$ cat src/rtl/core_pkg.sv
// Shared types and constants for the RV32I pipeline front end.
package core_pkg;

    localparam int unsigned XLEN = 32;

    // addi x0, x0, 0
    localparam logic [XLEN-1:0] NOP_INSTR = 32'h0000_0013;

    localparam logic [6:0] OPC_JALR = 7'b110_0111;

    typedef enum logic [1:0] {
        FETCH = 2'd0,
        HOLD  = 2'd1,
        DRAIN = 2'd2
    } fetch_state_e;

endpackage

$ cat src/rtl/if_id_reg.sv
// IF/ID pipeline register: flush inserts a NOP bubble, hold freezes, load captures.
module if_id_reg
    import core_pkg::*;
#(
    parameter logic [XLEN-1:0] NOP = NOP_INSTR
) (
    input  logic            clk,
    input  logic            rst,
    input  logic            flush,
    input  logic            hold,
    input  logic            load,
    input  logic [XLEN-1:0] pc,
    input  logic [XLEN-1:0] instr,
    output logic [XLEN-1:0] pc_id,
    output logic [XLEN-1:0] instr_id,
    output logic            valid_id
);

    // Flush beats hold beats load; otherwise a bubble enters ID (PC left as-is).
    always_ff @(posedge clk or posedge rst) begin
        if (rst) begin
            pc_id    <= '0;
            instr_id <= NOP;
            valid_id <= 1'b0;
        end else if (flush) begin
            instr_id <= NOP;
            valid_id <= 1'b0;
        end else if (!hold) begin
            if (load) begin
                pc_id    <= pc;
                instr_id <= instr;
                valid_id <= 1'b1;
            end else begin
                instr_id <= NOP;
                valid_id <= 1'b0;
            end
        end
    end

endmodule

$ cat src/rtl/fetch_unit.sv
// IF stage: PC register, imem req/ack handshake, stall/flush handling and IF/ID register.
module fetch_unit #(
    parameter logic [31:0] RESET_PC  = 32'h0000_0000,
    parameter logic [31:0] NOP_INSTR = 32'h0000_0013
) (
    input  logic        i_clk,
    input  logic        i_reset,
    input  logic [31:0] i_pc_next,
    input  logic        i_br_taken,
    input  logic        i_stall_id,
    output logic        o_imem_req,
    output logic [31:0] o_imem_addr,
    input  logic        i_imem_ack,
    input  logic [31:0] i_imem_rdata,
    output logic [31:0] o_pc_plus4_if,
    output logic [31:0] o_pc_id,
    output logic [31:0] o_instr_id,
    output logic        o_valid_id
);

    import core_pkg::*;

    localparam logic [XLEN-1:0] ALIGN_MASK = ~XLEN'(3);

    fetch_state_e    state_q;
    fetch_state_e    state_d;
    logic [XLEN-1:0] pc_q;
    logic [XLEN-1:0] pend_q;
    logic [XLEN-1:0] buf_q;
    logic [XLEN-1:0] pc_src;
    logic [XLEN-1:0] id_instr;
    logic            ack;
    logic            id_flush;
    logic            id_hold;
    logic            id_load;
    logic            id_from_buf;
    logic            pc_load;
    logic            pc_from_pend;
    logic            pend_load;
    logic            buf_load;

    // Request is dropped immediately on reset; ack only counts while requesting.
    assign o_imem_req    = !i_reset && (state_q != HOLD);
    assign o_imem_addr   = pc_q;
    assign o_pc_plus4_if = pc_q + XLEN'(4);
    assign ack           = i_imem_ack && o_imem_req;
    assign pc_src        = pc_from_pend ? pend_q : i_pc_next;
    assign id_instr      = id_from_buf ? buf_q : i_imem_rdata;

    // State register.
    always_ff @(posedge i_clk or posedge i_reset) begin
        if (i_reset) begin
            state_q <= FETCH;
        end else begin
            state_q <= state_d;
        end
    end

    // Next-state logic.
    always_comb begin
        state_d = state_q;
        unique case (state_q)
            FETCH: begin
                if (i_br_taken) begin
                    state_d = ack ? FETCH : DRAIN;
                end else if (ack && i_stall_id) begin
                    state_d = HOLD;
                end
            end
            HOLD: begin
                if (i_br_taken || !i_stall_id) begin
                    state_d = FETCH;
                end
            end
            DRAIN: begin
                if (ack) begin
                    state_d = FETCH;
                end
            end
            default: state_d = FETCH;
        endcase
    end

    // Datapath controls: redirect flushes ID in every state.
    always_comb begin
        id_flush     = i_br_taken;
        id_hold      = 1'b0;
        id_load      = 1'b0;
        id_from_buf  = 1'b0;
        pc_load      = 1'b0;
        pc_from_pend = 1'b0;
        pend_load    = 1'b0;
        buf_load     = 1'b0;
        unique case (state_q)
            FETCH: begin
                if (i_br_taken) begin
                    pc_load   = ack;
                    pend_load = !ack;
                end else if (ack && !i_stall_id) begin
                    id_load = 1'b1;
                    pc_load = 1'b1;
                end else if (ack) begin
                    buf_load = 1'b1;
                    id_hold  = 1'b1;
                end else begin
                    id_hold = i_stall_id;
                end
            end
            HOLD: begin
                if (i_br_taken) begin
                    pc_load = 1'b1;
                end else if (i_stall_id) begin
                    id_hold = 1'b1;
                end else begin
                    id_load     = 1'b1;
                    id_from_buf = 1'b1;
                    pc_load     = 1'b1;
                end
            end
            DRAIN: begin
                id_hold   = i_stall_id;
                pend_load = i_br_taken;
                if (ack) begin
                    pc_load      = 1'b1;
                    pc_from_pend = !i_br_taken;
                end
            end
            default: ;
        endcase
    end

    // PC, pending redirect target and stalled-fetch buffer.
    always_ff @(posedge i_clk or posedge i_reset) begin
        if (i_reset) begin
            pc_q   <= RESET_PC;
            pend_q <= '0;
            buf_q  <= '0;
        end else begin
            if (pc_load) begin
                pc_q <= pc_src & ALIGN_MASK;
            end
            if (pend_load) begin
                pend_q <= i_pc_next & ALIGN_MASK;
            end
            if (buf_load) begin
                buf_q <= i_imem_rdata;
            end
        end
    end

    if_id_reg #(
        .NOP(NOP_INSTR)
    ) u_if_id (
        .clk      (i_clk),
        .rst      (i_reset),
        .flush    (id_flush),
        .hold     (id_hold),
        .load     (id_load),
        .pc       (pc_q),
        .instr    (id_instr),
        .pc_id    (o_pc_id),
        .instr_id (o_instr_id),
        .valid_id (o_valid_id)
    );

endmodule

$ cat config.mk
export PLATFORM = sky130hd
export DESIGN_NAME = fetch_unit
export DESIGN_NICKNAME = d
export VERILOG_FILES = /design/src/rtl/core_pkg.sv /design/src/rtl/if_id_reg.sv /design/src/rtl/fetch_unit.sv
export SDC_FILE = /design/constraint.sdc
export NUM_CORES = 1
export LEC_CHECK = 0
export ABC_AREA = 1
export CORE_UTILIZATION = 30
export CTS_BUF_LIST = sky130_fd_sc_hd__clkbuf_4
export DETAILED_ROUTE_END_ITERATION = 8
export GPL_TIMING_DRIVEN = 0
export SKIP_CTS_REPAIR_TIMING = 1
export SYNTH_ARGS = -nofsm -noshare
export SYNTH_HDL_FRONTEND = slang
export SYNTH_SLANG_ARGS = --single-unit
$ cat constraint.sdc
create_clock -name i_clk -period 6.46 [get_ports i_clk]
set_input_delay 0.646 -clock i_clk [delete_from_list [all_inputs] [get_ports i_clk]]
set_output_delay 0.646 -clock i_clk [all_outputs]
set_load 0.01 [all_outputs]
---- After elaboration in Yosys (flattened, before gate mapping) ----
Index checks and enable logic that the tools add are counted.
storage, ports and cells
  input port bits ......................... 69
  logic and storage cells ................. 66
  register bits after elaboration ......... 157
operators by class
  reductions and logical operators ........ 12
  bitwise gates (word level) .............. 2
  mux-type cells .......................... 37
  add/subtract/negate cells ............... 1
  eq/ne operators ......................... 7
operators with widths
  cell                                                             count
  32-bit two-way mux                                               5
  32-bit by 3-bit adder with 32-bit output, second input constant  1
  1-bit two-way mux                                                22
  2-bit two-way mux                                                5
  2-bit != test, second input constant                             3
  1-bit one-hot mux with 3 select lines                            2
  2-bit one-hot mux with 3 select lines                            1
  3-bit AND reduction                                              2
  1-bit logical AND                                                4
  1-bit zero test                                                  4
  1-bit one-hot mux with 2 select lines                            2
  3-bit != test, second input constant                             1
  2-bit by 1-bit == test with 1-bit output, second input constant  1
  2-bit == test, second input constant                             1
  2-bit zero test                                                  1
  2-bit by 1-bit != test with 1-bit output, second input constant  1
  1-bit NOT                                                        2
  1-bit logical OR                                                 1

---- Longest topological paths before layout ----
Gate-level depths: netlist of run 1.
  depth after elaboration ................. 10
  depth in mapped cells ................... 8
  gate-level depth less buffers ........... 8

---- Modules after synthesis ----
From an unflattened synthesis of run 1, not the netlist that was laid out.
unflattened totals
  cell total of the unflattened synthesis .. 1,089
  area total of the unflattened synthesis .. 8,131.5 um^2
by module, submodules not included
  module      area each (um^2)  cells an instance  instances  sequential area each (um^2)
  fetch_unit  5,524.0           799                1          2,352.3
  if_id_reg   2,607.5           290                1          1,630.3

---- Least setup slack after synthesis of run 1 ----
No wires, ideal clock.
  path type ............................... input to register
  start ................................... input i_reset
  end ..................................... register u_if_id.pc_id[2]
  library setup time ...................... 123 ps
  stages on the path ...................... 7
  arrival ................................. 5,181 ps
  slack ................................... 1,156 ps
  path through ............................ inv_1 -> nand3_2 -> nand2_1 -> nand2_2 -> buf_2 -> nand2_1 -> o21ai_1
between the ends
  longest elaborated chain between the ends .. 9
  elaborated cells between the ends (all ways) .. 13
  classes of those cells .................. mux: 7; bitwise: 1; reduce/logical: 5
RTL lines
  what                                                    line                                 text
  start, declared                                         fetch_unit.sv:7                      input logic i_reset,
  1-bit zero test (no source line) *                      n/a
  1-bit logical AND *                                     fetch_unit.sv:43                     assign o_imem_req = !i_reset && (state_q != HOLD);
  1-bit logical AND *                                     fetch_unit.sv:46                     assign ack = i_imem_ack && o_imem_req;
  1-bit two-way mux or 1-bit logical AND (tied branches)  fetch_unit.sv:102, fetch_unit.sv:99
  1-bit two-way mux                                       fetch_unit.sv:99                     end else if (ack && !i_stall_id) begin
  1-bit two-way mux                                       fetch_unit.sv:96                     if (i_br_taken) begin
  1-bit one-hot mux with 3 select lines                   fetch_unit.sv:94                     unique case (state_q)
  1-bit NOT (no source line)                              n/a
  3-bit AND reduction (no source line) *                  n/a
  end signal, assigned                                    if_id_reg.sv:30                      pc_id <= pc;
  end, declared                                           if_id_reg.sv:14                      output logic [XLEN-1:0] pc_id,
Every way passes the cells marked *; elsewhere a longest branch is shown, timed or not.
A chain may end at the register's enable or synchronous reset.

---- Worst setup path in the final report of run 1 ----
  start ................................... register pc_q[3] (netlist: o_imem_addr[3])
  end ..................................... output o_pc_plus4_if[15]
between the ends
  longest elaborated chain between the ends .. 1
RTL lines
  what                                      line               text
  start, declared                           fetch_unit.sv:27   logic [XLEN-1:0] pc_q;
  start signal, assigned                    fetch_unit.sv:140  pc_q <= pc_src & ALIGN_MASK;
  32-bit by 3-bit adder with 32-bit output  fetch_unit.sv:45   assign o_pc_plus4_if = pc_q + XLEN'(4);
  end, declared                             fetch_unit.sv:15   output logic [31:0] o_pc_plus4_if,
Every way passes these cells.

==> results.json, run 1 <==
{
  "die-area_um2": 26540,
  "dominantRegCellSynth": "dfrtp_1",
  "synth_top_area_share_pct": 49.61,
  "crit_path_cell_trace": "nand3_1 -> nor2_1 -> inv_1 -> nor2_1 -> xor2_1 -> clkdlybuf4s50_1",
  "antenna_found_initial": 1,
  "synth.distinct_cells": 27,
  "drv_cap": 0,
  "slew_violations": 0,
  "clock.fmax_ghz": 0.2797,
  "status": "complete, no violations",
  "netlist_instances": 1035,
  "worstHoldStart": "u_if_id.pc_id[15]",
  "rsz0062_at_grt": "no",
  "fin_setup_tns_ns": 0,
  "wire_per_inst_um": 15.04,
  "endpoint_kind": "output pin",
  "numCtsBuffers": 17,
  "drtIter0Drc": 549,
  "critPathMaxStageDelay_ns": 0.58,
  "first_global_vias": 6801,
  "slowest_stage": "clkdlybuf4s50_1",
  "drive_gt1_share_pct": 6.097,
  "powerDensity_nw_per_um2": 267.1,
  "final_area_um2": 10410,
  "reg2reg_to": "pend_q[8]",
  "yosysSeqAreaShare_pct": 50.63,
  "finalHoldViolCount": 0,
  "cts.clk_slew.worst_paths_ns": 0.14,
  "r2r_setup_slack_ns": 4.54,
  "place_area_um2": 10140,
  "fin_util_pct": 41.23,
  "clockRootBuffer": "clkbuf_4",
  "grt.total_usage_pct": 18.66,
  "grt_pass1_wl_um": 37690,
  "power.total_mw": 2.781,
  "fp.dieW_um": 162.9,
  "htree_num_levels": 4,
  "reg2regPathDepth": 8,
  "finClkSkew_ns": 0.02687,
  "criticalPathCategory": "reg -> out",
  "holdPathStages": 2,
  "drt_drc_violations_left": 0,
  "cts_tree": "yes",
  "synth-seq-cells": 157,
  "layout.nets": 1320,
  "cpMostUsedCell": "nor2_1",
  "setup_viol": 0,
  "synth-edff-count": 0,
  "row_count": 58,
  "clock_tree.buffer_depth": 2,
  "critPathLaunchType": "flip-flop",
  "worstPathArrival_ns": 2.93,
  "die_height_um": 162.9,
  "vdd_ir_drop_max_mv": 0.1038,
  "synth_warnings": 0,
  "cp_max_fo": 5,
  "max_slew.worst_pin.slew_ns": 0.5548,
  "crit_family": "simple AND/OR/NAND/NOR gates",
  "clk_latency_ns": 0.56,
  "drt-pass1-iter-count": 6,
  "vias_per_cell": 4.530,
  "holdPathEnd": "u_if_id.pc_id[15]",
  "ios": 199,
  "via_count": 7221,
  "dp_hpwl_um": 18040,
  "reg2reg_from": "state_q[1]",
  "io_buffer_count": 190,
  "place_congestion": 0.8412,
  "avgSynthCellArea_um2": 7.505,
  "synth-async-reset-ratio_pct": 100.0,
  "slew_headroom_pct": 63.01,
  "fillers": 2633,
  "fin_hold_ws_ns": 0.4852,
  "cts_sinks": 157,
  "post-route-period-util_pct": 55.35,
  "min_period_ns": 3.575,
  "synth_top_cells_by_count": "377 x nand2_1, 154 x dfrtp_1, 125 x inv_1",
  "yosysTopAreaCell": "dfrtp_1",
  "core_area_um2": 25250,
  "crit_required_ns": 5.81,
  "holdCritPathClass": "reg -> reg",
  "grt_max_degree": 108,
  "drtAntennaViolNets": 0,
  "start_util_pct": 30.76,
  "grt-ovfl-total": 0,
  "yosys-top-cells-area": "dfrtp_1 50%, nand2_1 18%, inv_1 6.0%, nand3_1 5.5%, o21ai_1 4.6%",
  "routed_wl_um": 23980,
  "netlist_area_um2": 7767,
  "synthToLayoutAreaGrowth_pct": 34.04,
  "leakage_nw": 5.048,
  "synth_most_common_cell": "nand2_1",
  "path_buf_inv": 2
}
state kept, by name, summed over array words and instances (netlist names):
signal / count
buf_q: 32
o_imem_addr: 30
pend_q: 30
state_q: 2
u_if_id.instr_id: 32
u_if_id.pc_id: 30
u_if_id.valid_id: 1
where the power goes:
| part | internal, mW | leakage (nW) | total, mW | switching (mW) |
|---|---|---|---|---|
| clock network | 0.174 | 0.146 | 0.597 | 0.423 |
| registers | 1.17 | 2.01 | 1.34 | 0.169 |
| logic | 0.419 | 2.89 | 0.843 | 0.424 |
worst max path at each step:
stage / startpoint / end / slack, ns / depth (start not counted)
6_report: o_imem_addr[3] / o_pc_plus4_if[15] / 2.88 / 6
5_1_grt: o_imem_addr[4] / o_pc_plus4_if[15] / 2.63 / 6
4_1_cts: o_imem_addr[4] / o_pc_plus4_if[15] / 2.82 / 6
3_5_place_dp: i_reset / o_imem_addr[11] / 2.90 / 9
3_3_place_gp: i_reset / u_if_id.pc_id[23] / -2.05 / 8
2_1_floorplan: i_reset / u_if_id.pc_id[2] / 1.16 / 7
worst reg2reg max path, stage by stage, from the launching register on:
cell and delay [ns]:
dfrtp_1 0.48, inv_2 0.12, nand2_1 0.06, nand3_2 0.19
nand3_1 0.10, nand2_1 0.25, buf_1 0.43, nand2_1 0.11
o21ai_1 0.10
cell type report:
type	instances	area [um2]	share of cell area [%]
tap	330	412.9	3.966
clock inverter	15	145.1	1.394
inverter	127	484.2	4.651
buffer	57	270.3	2.596
antenna	1	2.502	0.02404
clock buffer	17	127.6	1.226
multi-input combinational	699	3107	29.84
timing repair buffer	191	1929	18.53
sequential	157	3933	37.77
routing by layer:
layer	up-vias	global-route usage, %	part of all wire [%]
met5	-	0	0
li1	3638	-	-
met2	240	29.50	45
met4	0	5.055	1.8
met3	23	3.692	6.0
met1	3320	25.85	48
placed cells by master (no fill, tap or decap), types with 3 or more instances in the layout:
cell type        instances
nand3_1                 85
clkbuf_1                20
xor2_1                  14
buf_1                    4
o21ai_1                 71
buf_4                    6
inv_1                  124
o21bai_1                30
nand2_1                377
inv_8                    6
clkdlybuf4s50_1        190
nor2_1                  59
inv_6                    5
o21ai_0                 44
dfstp_2                  3
clkbuf_4                17
dfrtp_1                154
buf_2                   27
conb_1                   6
stage by stage:
step | setup WS, ns | std cells
CTS | 2.819 | 1593
global placement | -2.050 | 1560
floorplan | 1.156 | 1040
detailed placement | 2.897 | 1561
finish | 2.885 | 1594
global route | 2.627 | 1594
kinds of logic after synthesis:
kind of cell    Yosys count  synth area share [%]
flops                   157                 50.63
fa+ha+maj                 1                0.1611
simple gates            529                 27.29
buf+inv                 184                 9.617
xor+xnor                 14                 1.579
other cells               1               0.04828
compound gates          149                 10.68
Power figures use the tool's default switching activity.
==> inputs of run 2 (changes only) <==
Clock period 6.46 ns to 3.4 ns, I/O delays scaled along.
==> run 2 against run 1 <==
- register-to-register slack got worse by 2.9 ns
- core utilization rose by 0.38 points
- via count barely moved
- combinational power rose by 93%
- largest power group unchanged
==> results.json, run 2 (synthesis results as in run 1) <==
{
  "post-route-period-util_pct": 90.82,
  "r2r_setup_slack_ns": 1.64,
  "grt.total_usage_pct": 19.03,
  "antenna_found_initial": 0,
  "setup_viol": 0,
  "num_antenna_cells": 0,
  "drtAntennaViolNets": 0,
  "numCtsBuffers": 17,
  "place_congestion": 0.8157,
  "wire_per_inst_um": 15.16,
  "layout.nets": 1323,
  "status": "complete, no violations",
  "reg2reg_from": "state_q[1]",
  "slew_headroom_pct": 53.48,
  "rsz0062_at_grt": "no",
  "clk_latency_ns": 0.58,
  "fin_setup_tns_ns": 0,
  "criticalPathCategory": "reg -> out",
  "leakage_nw": 5.105,
  "grt_max_degree": 39,
  "final_cell_mix": "376 x nand2_1, 190 x clkdlybuf4s50_1, 154 x dfrtp_1",
  "routed_wl_um": 24200,
  "drt-pass1-iter-count": 5,
  "clockRootBuffer": "clkbuf_4",
  "via_count": 7224,
  "drive_gt1_share_pct": 7.030,
  "cp-startpoint": "o_imem_addr[4]",
  "clock_tree.buffer_depth": 2,
  "grt_pass1_wl_um": 38910,
  "htree_num_levels": 4,
  "crit_required_ns": 3.06,
  "reg.largest.list": "buf_q (32), u_if_id.instr_id (32)",
  "highest_layer": "met4",
  "finalHoldViolCount": 0,
  "dp_hpwl_um": 18380,
  "drtIter0Drc": 492,
  "slew_violations": 0,
  "final_common_cell": "nand2_1",
  "m1WireLength_um": 11150,
  "drt_drc_violations_left": 0,
  "power.total_mw": 5.316,
  "fin_cells": 1596,
  "first_global_vias": 7171,
  "max_slew.worst_pin.slew_ns": 0.6964,
  "min_period_ns": 3.088,
  "start_util_pct": 30.76,
  "met2_length_um": 10950,
  "worstPathArrival_ns": 2.75,
  "p_sw_share_pct": 35.81,
  "finClkSkew_ns": 0.02677,
  "seqPwrFrac_pct": 48.0,
  "pwr-share-clk_pct": 21.4,
  "reg2regPathDepth": 8,
  "cp_max_fo": 6,
  "power_frac_comb_pct": 30.6,
  "placed_cells": 1564,
  "die_height_um": 162.9,
  "io_buffer_count": 190,
  "holdCritPathClass": "in -> async",
  "fp.dieW_um": 162.9,
  "cts.clk_slew.worst_paths_ns": 0.16,
  "synthToLayoutAreaGrowth_pct": 35.28,
  "cts_tree": "yes",
  "row_count": 58,
  "vias_per_cell": 4.526,
  "netSwitchingPower_mw": 1.904,
  "p_int_mw": 3.413,
  "vdd_ir_drop_max_mv": 0.1994,
  "reg2reg_to": "o_imem_addr[7]",
  "critPathLaunchType": "flip-flop",
  "clock.fmax_ghz": 0.3239,
  "cts_sinks": 157,
  "core_area_um2": 25250,
  "drv_cap": 0,
  "powerDensity_nw_per_um2": 506.0,
  "endpoint_kind": "output pin",
  "grt-ovfl-total": 0,
  "ios": 199,
  "met3_length_um": 1624,
  "die-area_um2": 26540
}
## run 2: cell types whose count changed in the layout (fill, tap and decap cells not counted), moves of 3 or more
cell,before,now
clkbuf_1,20,15
buf_1,4,0
inv_8,6,1
buf_2,27,22
buf_4,6,13
clkinv_1,0,3
clkbuf_2,0,3
buf_12,0,4
## run 2: final cells by class
cell class	instances	area, um2
fill	2559	14750
timing repair buffer	194	1982
inverter	127	480.5
multi-input combinational	699	3119
buffer	57	316.6
sequential	157	3933
clock buffer	17	127.6
tap	330	412.9
clock inverter	15	136.4
## run 2: worst max-delay path: stages, from the launching register on
cell and delay (ns):
dfrtp_1 0.51, nand3_1 0.22, nor2_2 0.29, inv_1 0.07, nor2_1 0.29, nand3_1 0.13, nand2_1 0.11, clkdlybuf4s50_1 0.55
## run 2: worst max path at each step
stage,end,slack (ns),cells after the start
finish,o_pc_plus4_if[19],0.31,7
global placement,pend_q[17],-2.72,7
floorplan,o_imem_addr[10],-0.32,6
global route,o_pc_plus4_if[15],0.09,6
CTS,o_pc_plus4_if[19],0.13,7
detailed placement,pend_q[23],0.28,9
## run 2: layer usage
| layer | vias up | GRT usage, % |
|---|---|---|
| li1 | 3640 | - |
| met1 | 3349 | 25.39 |
| met2 | 206 | 30.17 |
| met3 | 29 | 4.711 |
| met4 | 0 | 6.032 |
| met5 | - | 0 |
## run 2: power groups by stage
stage	Sequential, mW	Combinational [mW]	Clock (mW)
final	2.55	1.63	1.14
after floorplan	2.57	0.686	0
after CTS	2.55	1.64	1.18
after detailed placement	2.59	1.63	0
after global placement	2.58	1.60	0
after global routing	2.59	1.81	1.26
## run 2: metrics by stage
stage          util, %  area [um2]  hold slack, ns  setup slack [ns]
2_1_floorplan        -        7844          0.4530           -0.3198
3_3_place_gp     40.22       10160          0.4574            -2.719
3_5_place_dp     40.54       10240          0.4578            0.2763
4_1_cts          41.59       10500          0.2680            0.1279
5_1_grt          41.61       10510          0.2901           0.08605
6_report         41.61       10510          0.3113            0.3122
